<file path="config.mk">
export PLATFORM = sky130hd
export DESIGN_NAME = iobuff_bank
export DESIGN_NICKNAME = d
export VERILOG_FILES = /design/src/rtl/iobuff_bank.sv
export SDC_FILE = /design/constraint.sdc
export NUM_CORES = 1
export LEC_CHECK = 0
export ABC_AREA = 1
export BUFFER_PORTS_ARGS = -buffer_cell sky130_fd_sc_hd__buf_2
export CAP_MARGIN = 10
export CORE_ASPECT_RATIO = 0.9
export CORE_MARGIN = 5
export CORE_UTILIZATION = 35
export DETAILED_ROUTE_END_ITERATION = 8
export GPL_ROUTABILITY_DRIVEN = 1
export PLACE_DENSITY_LB_ADDON = 0.05
export REMOVE_ABC_BUFFERS = 1
export SYNTH_ARGS = -nofsm -noshare
export SYNTH_HDL_FRONTEND = slang
export SYNTH_SLANG_ARGS = --single-unit
</file>
<file path="constraint.sdc">
create_clock -name clk -period 1.55 [get_ports clk]
set_input_delay 0.155 -clock clk [delete_from_list [all_inputs] [get_ports clk]]
set_output_delay 0.155 -clock clk [all_outputs]
set_load 0.02 [all_outputs]
</file>
<file path="src/rtl/iobuff_bank.sv">
// iobuff_bank: bank of per-lane IO buffer controllers for the Bus Pirate IO lines.
// Each lane owns a small mode FSM that sequences the level translator direction
// pin and the FPGA tristate enable with a break-before-make dead time, so the
// FPGA pin and the translator never drive against each other.
module iobuff_bank #(
  parameter int CHANNELS    = 4,
  parameter int TURN_CYCLES = 4,
  parameter int SYNC_STAGES = 2
) (
  input  logic                clk,
  input  logic                rst,
  input  logic [CHANNELS-1:0] oe,
  input  logic [CHANNELS-1:0] od,
  input  logic [CHANNELS-1:0] dir,
  input  logic [CHANNELS-1:0] din,
  output logic [CHANNELS-1:0] dout,
  output logic [CHANNELS-1:0] busy,
  output logic [CHANNELS-1:0] bufdir,
  output logic [CHANNELS-1:0] bufod,
  output logic [CHANNELS-1:0] bufdat_oe,
  output logic [CHANNELS-1:0] bufdat_dout,
  input  logic [CHANNELS-1:0] bufdat_din
);

  localparam logic [2:0] S_IN     = 3'd0;
  localparam logic [2:0] S_TO_OUT = 3'd1;
  localparam logic [2:0] S_OUT    = 3'd2;
  localparam logic [2:0] S_TO_IN  = 3'd3;
  localparam logic [2:0] S_OD     = 3'd4;

  localparam logic [7:0] TURN_LOAD = 8'(TURN_CYCLES);

  for (genvar i = 0; i < CHANNELS; i++) begin : g_lane
    logic [2:0]             state_r;
    logic [2:0]             state_next_s;
    logic [7:0]             cnt_r;
    logic [7:0]             cnt_next_s;
    logic                   din_q_r;
    logic [SYNC_STAGES-1:0] sync_r;
    logic                   bufdir_r;
    logic                   bufdat_oe_r;
    logic                   bufod_r;
    logic                   bufdat_dout_r;
    logic                   busy_r;
    logic                   tgt_pp_s;
    logic                   tgt_od_s;

    // Requested lane mode; anything that is neither push-pull nor open-drain is input.
    assign tgt_pp_s = oe[i] & ~od[i] & ~dir[i];
    assign tgt_od_s = oe[i] & od[i];

    // Next-state and dead-time counter logic; turn states always run to completion.
    always_comb begin
      state_next_s = state_r;
      cnt_next_s   = cnt_r;
      case (state_r)
        S_IN: begin
          if (tgt_pp_s) begin
            state_next_s = S_TO_OUT;
            cnt_next_s   = TURN_LOAD;
          end else if (tgt_od_s) begin
            state_next_s = S_OD;
          end else begin
            state_next_s = S_IN;
          end
        end
        S_TO_OUT: begin
          if (cnt_r == 8'd0) begin
            state_next_s = S_OUT;
          end else begin
            cnt_next_s = cnt_r - 8'd1;
          end
        end
        S_OUT: begin
          if (!tgt_pp_s) begin
            state_next_s = S_TO_IN;
            cnt_next_s   = TURN_LOAD;
          end else begin
            state_next_s = S_OUT;
          end
        end
        S_TO_IN: begin
          if (cnt_r == 8'd0) begin
            state_next_s = S_IN;
          end else begin
            cnt_next_s = cnt_r - 8'd1;
          end
        end
        S_OD: begin
          if (!tgt_od_s) begin
            state_next_s = S_IN;
          end else begin
            state_next_s = S_OD;
          end
        end
        default: begin
          // Unreachable encodings fall back to the safe input mode.
          state_next_s = S_IN;
          cnt_next_s   = 8'd0;
        end
      endcase
    end

    // State, counter and data-input registers.
    always_ff @(posedge clk) begin
      if (rst) begin
        state_r <= S_IN;
        cnt_r   <= 8'd0;
        din_q_r <= 1'b0;
      end else begin
        state_r <= state_next_s;
        cnt_r   <= cnt_next_s;
        din_q_r <= din[i];
      end
    end

    // Registered pin controls decoded from the current state.
    always_ff @(posedge clk) begin
      if (rst) begin
        bufdir_r      <= 1'b0;
        bufdat_oe_r   <= 1'b0;
        bufod_r       <= 1'b1;
        bufdat_dout_r <= 1'b0;
        busy_r        <= 1'b0;
      end else begin
        bufdir_r      <= (state_r == S_TO_OUT) || (state_r == S_OUT) || (state_r == S_TO_IN);
        bufdat_oe_r   <= (state_r == S_OUT);
        bufod_r       <= (state_r == S_OD) ? din_q_r : 1'b1;
        bufdat_dout_r <= din_q_r;
        busy_r        <= (state_r == S_TO_OUT) || (state_r == S_TO_IN);
      end
    end

    // Pin input synchroniser, active in every state so a driven lane reads itself back.
    always_ff @(posedge clk) begin
      if (rst) begin
        sync_r <= '0;
      end else begin
        sync_r <= {sync_r[SYNC_STAGES-2:0], bufdat_din[i]};
      end
    end

    assign bufdir[i]      = bufdir_r;
    assign bufdat_oe[i]   = bufdat_oe_r;
    assign bufod[i]       = bufod_r;
    assign bufdat_dout[i] = bufdat_dout_r;
    assign busy[i]        = busy_r;
    assign dout[i]        = sync_r[SYNC_STAGES-1];
  end

endmodule

</file>
# After elaboration in Yosys (flattened, before gate mapping)
# Cells that the tools add are included.
[classes]
eq_ne = 36
bitwise = 24
n_reduce_logical = 36
add_sub_neg = 4
n_mux = 40
[op_table]
columns = ["cell", "n"]
rows = [
  ["$pmux 8 s4", 4],
  ["$mux 8", 12],
  ["$pmux 3 s5", 4],
  ["$mux 3", 16],
  ["$ne 2x2->1 const B", 20],
  ["$logic_not 8->1", 4],
  ["$sub 8x1->8 const B", 4],
  ["$eq 3x2->1 const B", 8],
  ["$reduce_and 4->1", 4],
  ["$reduce_or 2->1", 8],
  ["$and 1x1->1", 12],
  ["$eq 3x1->1 const B", 4],
  ["$eq 3x3->1 const B", 4],
  ["$logic_not 3->1", 4],
  ["$logic_or 1x1->1", 12],
  ["$not 1->1", 12],
  ["$reduce_and 2->1", 4],
  ["$mux 1", 4],
]
[totals]
inputBits = 22
word_cells = 176
output_inout_bits = 24
regBits = 76

# Longest topological paths before layout
# Gate-level depths: netlist of the first run.
[logic_depth]
word_depth = 5
mapped_depth = 9

# Least setup slack after synthesis of the first run
# No wires, ideal clock.
[synth_timing]
kind = "register -> register"
start = "register g_lane[0].cnt_r[0]"
end = "register g_lane[0].cnt_r[5]"
path_buffers = 0
t_required_ns = 1.418
stages_incl_launch_ff = 10
slack_ns = 0.283
synth_period_minus_slack_ns = 1.267
t_arrival_ns = 1.134
setup_ns = 0.132
cell_sequence = "dfxtp_1 inv_1 ha_1 inv_1 nor2_1 nand3_4 nand3_4 inv_4 nand2_1 a21oi_2"
[synth_via]
elab_chain_cells = 3
[synth_rtl]
columns = ["item", "line", "rtl"]
rows = [
  ["start: declaration", "36", "logic [7:0] cnt_r;"],
  ["start signal: assignment", "112", "cnt_r <= cnt_next_s;"],
  ["$sub 8x1->8 or $logic_not 8->1 (tied branches)", "--", ""],
  ["$mux 8 or $ne 2x2->1 (tied branches)", "--", ""],
  ["$pmux 8 s4 or $reduce_and 4->1 (tied branches)", "--", ""],
]
# Several ways; a longest one is shown, not always the timed one. The select of a mux whose other input is x is not followed.
# A chain may end at the register's enable or synchronous reset.

# Worst setup path after layout of the first run
[layout_timing]
start = "register g_lane[3].cnt_r[0]"
end = "register g_lane[3].cnt_r[3]"
[layout_via]
elab_chain_cells = 3
[layout_rtl]
columns = ["item", "line"]
rows = [
  ["start: declaration", "36"],
  ["start signal: assignment", "112"],
  ["$sub 8x1->8 or $logic_not 8->1 (tied branches)", "--"],
  ["$mux 8 or $ne 2x2->1 (tied branches)", "--"],
  ["$pmux 8 s4 or $reduce_and 4->1 (tied branches)", "--"],
]
# Several ways; a longest one is shown, not always the timed one. The select of a mux whose other input is x is not followed.

==> results.md, run 1 <==
* Status: finished clean
* ANT cells at 0
* Deepest clock path buffer count at 2
* Worst-path cell chain: inv_1 > ha_1 > nand3_2 > nor2_4 > nand2_2 > nand2_1 > nor2_4 > nand2_1 > a21oi_1
* Share of cells above drive strength 1 at 20.7%
* Final Util at 41.5%
* Congestion Overflow GR at 0
* Non-filler cells in the finished layout at 736
* Period utilization at 90.2%
* Synth top cells by count: 92 x nor2_1, 90 x nand2_1, 76 x dfxtp_1, 76 x inv_1, 30 x a21oi_1
* Core area at 10900 um^2
* Final Hold Vio Count at 0
* Die Ht at 110 um
* Clk root buf: clkbuf_16
* Post-synthesis adder-cell area fraction at 2.57%
* Gate count after technology mapping at 546
* Initial antenna violation count at 0
* Nets at 610
* Mapped cell area at 3900 um^2
* RSZ-0062 raised after global routing: no
* CTS Buf Count at 9
* TritonCTS clock tree: yes
* Slew Limit Fails at 0
* # hold bufs at CTS at 0
* Post-synthesis compound-gate area fraction at 9.06%
* Vias at 3241
* Final-report setup violation count at 0
* Worst IR Drop VDD at 639 uV
* # DRC at 0
* Die footprint at 13300 um^2
* DP HPWL at 6210 um
* Post-Synth XOR/XNOR Area at 0.674%
* MaxCap Viol Count at 0
* H-tree depth at 3
* Critical Path Fanout Max at 6
* Post-synth top flop: dfxtp_1
* Share of Yosys cell area claimed by the top area cell type at 39.0%
* Crit Path Category: reg -> reg
* Synth warn at 0
* Post-Place Cells at 721
* Worst setup SP type: register
* Global placement routability congestion at 0.778
* WL final at 8530 um
* EDFF count, synth at 0
* Fmax at 715 MHz
* Clock Skew at 7.34 ps
* Fin Setup TNS at 0 ps
* Slew HR at 80.0%
* Simple-gate share of the synthesized area at 34.7%
* CP bufs+invs at 1
* PortBufs at 45
* Crit-path leading delay family: simple AND/OR/NAND/NOR gates
* Routed vias/inst at 4.40
* Pleak at 2.10 nW
* Ys async rst share at 0%
* Post-DRT Antenna Nets at 0
* Synth Register Bits at 76
* TritonRoute pass-1 iters at 4
* Crit path largest cell delay at 340 ps
* CTS Sinks at 76
* Top cells by area, synth: dfxtp_1 39%, nor2_1 8.9%, nand2_1 8.7%, inv_1 7.3%, buf_4 4.6%
* Total GRT Usage at 13.6%
* Fillers at 1119
* Avg Inst Size Synth at 7.14 um^2
* DR WL/cell at 11.6 um
* IO Pins at 46
* WHS at 20.9 ps
* Reg2Reg Setup Slack at 150 ps
* Leading area contributor after synthesis: dfxtp_1
* Seq/Total Area, Yosys at 39.0%
* Critical path endpoint category: register
* Slowest CP cell: dfxtp_2
* Starting density of the core at 35.9%
* Violation count after the first detailed-route iteration at 135
* Synthesis-to-finish area growth at 15.5%
* Die X at 121 um
* Most frequent cell after synthesis: nor2_1
* Min Tclk post-route at 1400 ps
* Synth cell types at 36
* Largest family of logic cells by synthesized area: simple AND/OR/NAND/NOR gates
* Power Dens Cells at 1390 nW/um^2
* Worst Max-Slew Pin Slew at 300 ps
* Largest net degree at the start of global routing at 30
* Arr. time, crit path at 1660 ps
* Total Power at 6.27 mW
* Worst endpoint required time at 1810 ps
* Postcts setup bufs at 0
* CTS clk-pin slew, worst paths at 60 ps
* Post-cts resize count at 0
* Global-route wire length before repair at 14500 um
* Clk_lat worst skew at 330 ps
* Mux contribution to synthesized area at 0%
* Min-Delay Path Class: in -> reg
* Std-Cell Rows at 36
* Vias in the first global route at 3146
tightest hold or removal path, stage by stage:
cell and delay, ps:
buf_2 70, inv_1 30, nor2_1 60
routing by layer:
layer | global-route usage (%) | part of all wire (%) | vias to the layer above
li1 | - | - | 1770
met1 | 18.2 | 51 | 1423
met2 | 21.0 | 43 | 43
met3 | 5.15 | 5.2 | 5
met4 | 3.36 | 0.89 | 0
met5 | 0 | 0 | -
state kept, by name (all words and copies together) (netlist names):
signal / count
g_lane.bufdir_r: 4
g_lane.state_r: 12
g_lane.cnt_r: 32
g_lane.bufod_r: 4
g_lane.bufdat_dout_r: 4
g_lane.sync_r: 8
g_lane.bufdat_oe_r: 4
g_lane.din_q_r: 4
g_lane.busy_r: 4
report_power, final:
group	switching, mW	internal [mW]	total [mW]
Combinational	1.17	0.636	1.81
Clock	0.801	1.39	2.20
Sequential	0.124	2.15	2.27
layout make-up:
type | count | area [um^2] | share of cell area, %
Clock buffer | 10 | 229 | 5.09
Clock inverter | 5 | 77.6 | 1.72
Inverter | 88 | 335 | 7.45
Multi-Input combinational cell | 351 | 1840 | 40.9
Sequential cell | 76 | 1520 | 33.8
Tap cell | 152 | 190 | 4.22
Timing Repair Buffer | 54 | 305 | 6.78
worst paths after layout:
kind / from / end / depth (start not counted)
worst min-delay path: bufdat_din[1] / g_lane[1].sync_r[0] / 3
worst max-delay path: g_lane[3].cnt_r[0] / g_lane[3].cnt_r[3] / 9
worst max register to register: g_lane[3].cnt_r[0] / g_lane[3].cnt_r[3] / 9
worst min register to register: g_lane[3].sync_r[0] / g_lane[3].sync_r[1] / 2
cells in the final DEF, fill, tap and decap left out, types with 5 or more instances in the layout:
master | synthesis | routed
nor2_1 | 92 | 91
nand2_1 | 90 | 90
inv_1 | 76 | 76
dfxtp_1 | 76 | 75
buf_2 | 2 | 45
a21oi_1 | 30 | 29
nand3_1 | 23 | 22
nor3_1 | 16 | 16
o21ai_0 | 14 | 14
nand4_1 | 12 | 12
inv_2 | 9 | 9
clkbuf_16 | 0 | 9
nand2_2 | 8 | 8
ha_1 | 8 | 8
buf_4 | 24 | 8
nand3_2 | 6 | 7
nor2_2 | 5 | 6
nor2_4 | 6 | 6
nand3b_1 | 6 | 6
a21oi_2 | 5 | 6
nand3_4 | 5 | 5
through the flow:
step	setup slack, ps	instance area, um^2
final	152	4500
after global routing	12.3	4500
after CTS	102	4490
after detailed placement	115	4180
after global placement	116	4180
after floorplan	294	3690
cells by family (layout without fill, tap and decap cells):
group	after synthesis	count (layout)
compound gates	63	63
buf+inv	119	157
flops	76	76
xor+xnor	3	3
fa+ha+maj	8	8
simple gates	277	277
(Power assumes the default switching activity.)
==> run 2: changes to the inputs <==
--- a/config.mk
+++ b/config.mk
@@ -13,6 +13,7 @@
 export CORE_UTILIZATION = 35
 export DETAILED_ROUTE_END_ITERATION = 8
 export GPL_ROUTABILITY_DRIVEN = 1
+export MAX_ROUTING_LAYER = met4
 export PLACE_DENSITY_LB_ADDON = 0.05
 export REMOVE_ABC_BUFFERS = 1
 export SYNTH_ARGS = -nofsm -noshare
==> constraint.sdc (replaced) <==
create_clock -name clk -period 1.55 [get_ports clk]
set_input_delay 0.31 -clock clk [delete_from_list [all_inputs] [get_ports clk]]
set_output_delay 0.31 -clock clk [all_outputs]
set_load 0.02 [all_outputs]
==> results.md, run 2 (synthesis results as in run 1) <==
* Die footprint at 13300 um^2 (unchanged)
* Final-report setup violation count at 0 (unchanged)
* Critical Path Fanout Max at 9 (+3)
* Pleak at 2.11 nW (+0.64%)
* Worst endpoint required time at 1770 ps (-40 ps)
* Status: finished clean
* IO Pins at 46 (unchanged)
* Final Util at 41.9% (+0.38 points)
* Clk_lat worst skew at 340 ps (about the same)
* Post-DRT Antenna Nets at 0 (unchanged)
* Synthesis-to-finish area growth at 16.6%
* PortBufs at 45 (unchanged)
* Arr. time, crit path at 1630 ps (-30 ps)
* Most frequent cells in the layout: 90 x nor2_1, 90 x nand2_1, 76 x inv_1
* Share of cells above drive strength 1 at 21.2% (+0.44 points)
* Std-Cell Rows at 36 (unchanged)
* Die X at 121 um (unchanged)
* R2r endpoint: g_lane[0].cnt_r[6]
* Crit Path Category: reg -> reg
* Global placement routability congestion at 0.814 (+4.6%)
* H-tree depth at 3 (unchanged)
* MaxCap Viol Count at 0 (unchanged)
* CTS Sinks at 76 (unchanged)
* Critical path endpoint category: register
* Reg2reg start: g_lane[0].cnt_r[0]
* # hold bufs at CTS at 0 (unchanged)
* WL final at 8740 um (+2.4%)
* Starting density of the core at 35.9% (unchanged)
* Power Dens Cells at 1430 nW/um^2 (+2.4%)
* Clk root buf: clkbuf_16
* DP HPWL at 6190 um (-0.40%)
* Fmax at 711 MHz (-0.52%)
* Deepest clock path buffer count at 2 (unchanged)
* Non-filler cells in the finished layout at 739 (+0.41%)
* Min Tclk post-route at 1410 ps (+7.36 ps)
* Worst setup SP type: register
* Nets at 611 (+0.16%)
* Routed vias/inst at 4.50 (+2.2%)
* Register Area at 1520 um^2 (unchanged)
* Slew HR at 80.0% (about the same)
* Setup ws final at 144 ps (-7.36 ps)
* Biggest regs: g_lane.cnt_r (32), g_lane.state_r (12), g_lane.sync_r (8)
* Vias at 3326 (+2.6%)
* Worst IR Drop VDD at 617 uV (-3.5%)
* Core area at 10900 um^2 (unchanged)
* Total Power at 6.48 mW (+3.4%)
* Largest Register: g_lane.cnt_r
* Die Ht at 110 um (unchanged)
* Worst Max-Slew Pin Slew at 300 ps (+0.630 ps)
* Final Hold Vio Count at 0 (unchanged)
* Slew Limit Fails at 0 (unchanged)
* RSZ-0062 raised after global routing: no
* Initial antenna violation count at 1 (+1)
* Post-Place Cells at 720 (-0.14%)
* Worst r2r path cells at 9 (unchanged)
* CTS clk-pin slew, worst paths at 60 ps (about the same)
* # DRC at 0 (unchanged)
* Reg2Reg Setup Slack at 140 ps (about the same)
* Largest net degree at the start of global routing at 20 (-33%)
* Period utilization at 90.7% (+0.47 points)
* Vias in the first global route at 3052 (-3.0%)
* Min-Delay Path Class: in -> reg
* Congestion Overflow GR at 0 (unchanged)
* Footprint of the multi-input gates at 1850 um^2 (+0.48%)
* Max FFs per register at 32 (unchanged)
* Placed cell area at 4180 um^2 (-0.18%)
* Cell area after layout at 4540 um^2 (+0.92%)
* DR WL/cell at 11.8 um (+2.0%)
* Placement Setup Slack at 126 ps (+11.5 ps)
* Total GRT Usage at 13.9% (+0.31 points)
* Fin Setup TNS at 0 ps (unchanged)
* End of the critical path: g_lane[0].cnt_r[6]
* TritonRoute pass-1 iters at 4 (unchanged)
* Clock Skew at 7.27 ps (-0.0740 ps)
* CTS Buf Count at 9 (unchanged)
* Violation count after the first detailed-route iteration at 171 (+27%)
* Worst setup startpoint: g_lane[0].cnt_r[0]
* TritonCTS clock tree: yes
* WHS at 168 ps (+147 ps)
* Fillers at 1136 (+1.5%)
* Global-route wire length before repair at 14300 um (-1.3%)
-- run 2: repair_timing --
| item | CTS | global route |
|---|---|---|
| gates resized for setup | 0 | 4 |
| buffers inserted | 0 | 1 |
| endpoints found under the setup margin | 0 | 4 |
-- run 2: worst min path at each step --
stage	endpoint	slack, ps	startpoint	cells after the start
final	g_lane[3].sync_r[0]	170	bufdat_din[3]	3
after global routing	g_lane[3].din_q_r	160	din[3]	3
after CTS	g_lane[3].sync_r[0]	160	bufdat_din[3]	3
after detailed placement	g_lane[0].sync_r[1]	400	g_lane[0].sync_r[0]	2
after global placement	g_lane[1].sync_r[1]	400	g_lane[1].sync_r[0]	2
after floorplan	g_lane[0].cnt_r[0]	370	rst	1
-- run 2: power by group --
part	switching (mW)	internal, mW
Combinational	1.20	0.650
Clock	0.860	1.50
Sequential	0.127	2.15
Total	2.19	4.30
-- run 2: layout make-up --
cell class | count | share of cell area, %
tap | 152 | 4.19
antenna | 1 | 0.0551
sequential | 76 | 33.5
multi-input combinational | 352 | 40.7
clock buffer | 11 | 5.56
clock inverter | 5 | 1.85
timing repair buffer | 54 | 6.72
inverter | 88 | 7.38
-- run 2: metal layers --
layer	up-vias	global-route usage (%)	share of wire, %	wire length, um
met5	-	-	0	0
met2	67	20.1	41	3610
met4	0	3.84	1.2	101
met3	7	5.46	6.0	528
met1	1471	18.3	51	4490
li1	1781	-	-	-
-- run 2: worst max-delay path, cell delays in order (launching register included) --
cell	delay, ps
dfxtp_1	320
inv_1	100
ha_1	150
inv_1	40
nor2_1	210
nand3_4	130
nand3_4	140
inv_4	70
nand2_1	80
a21oi_2	50
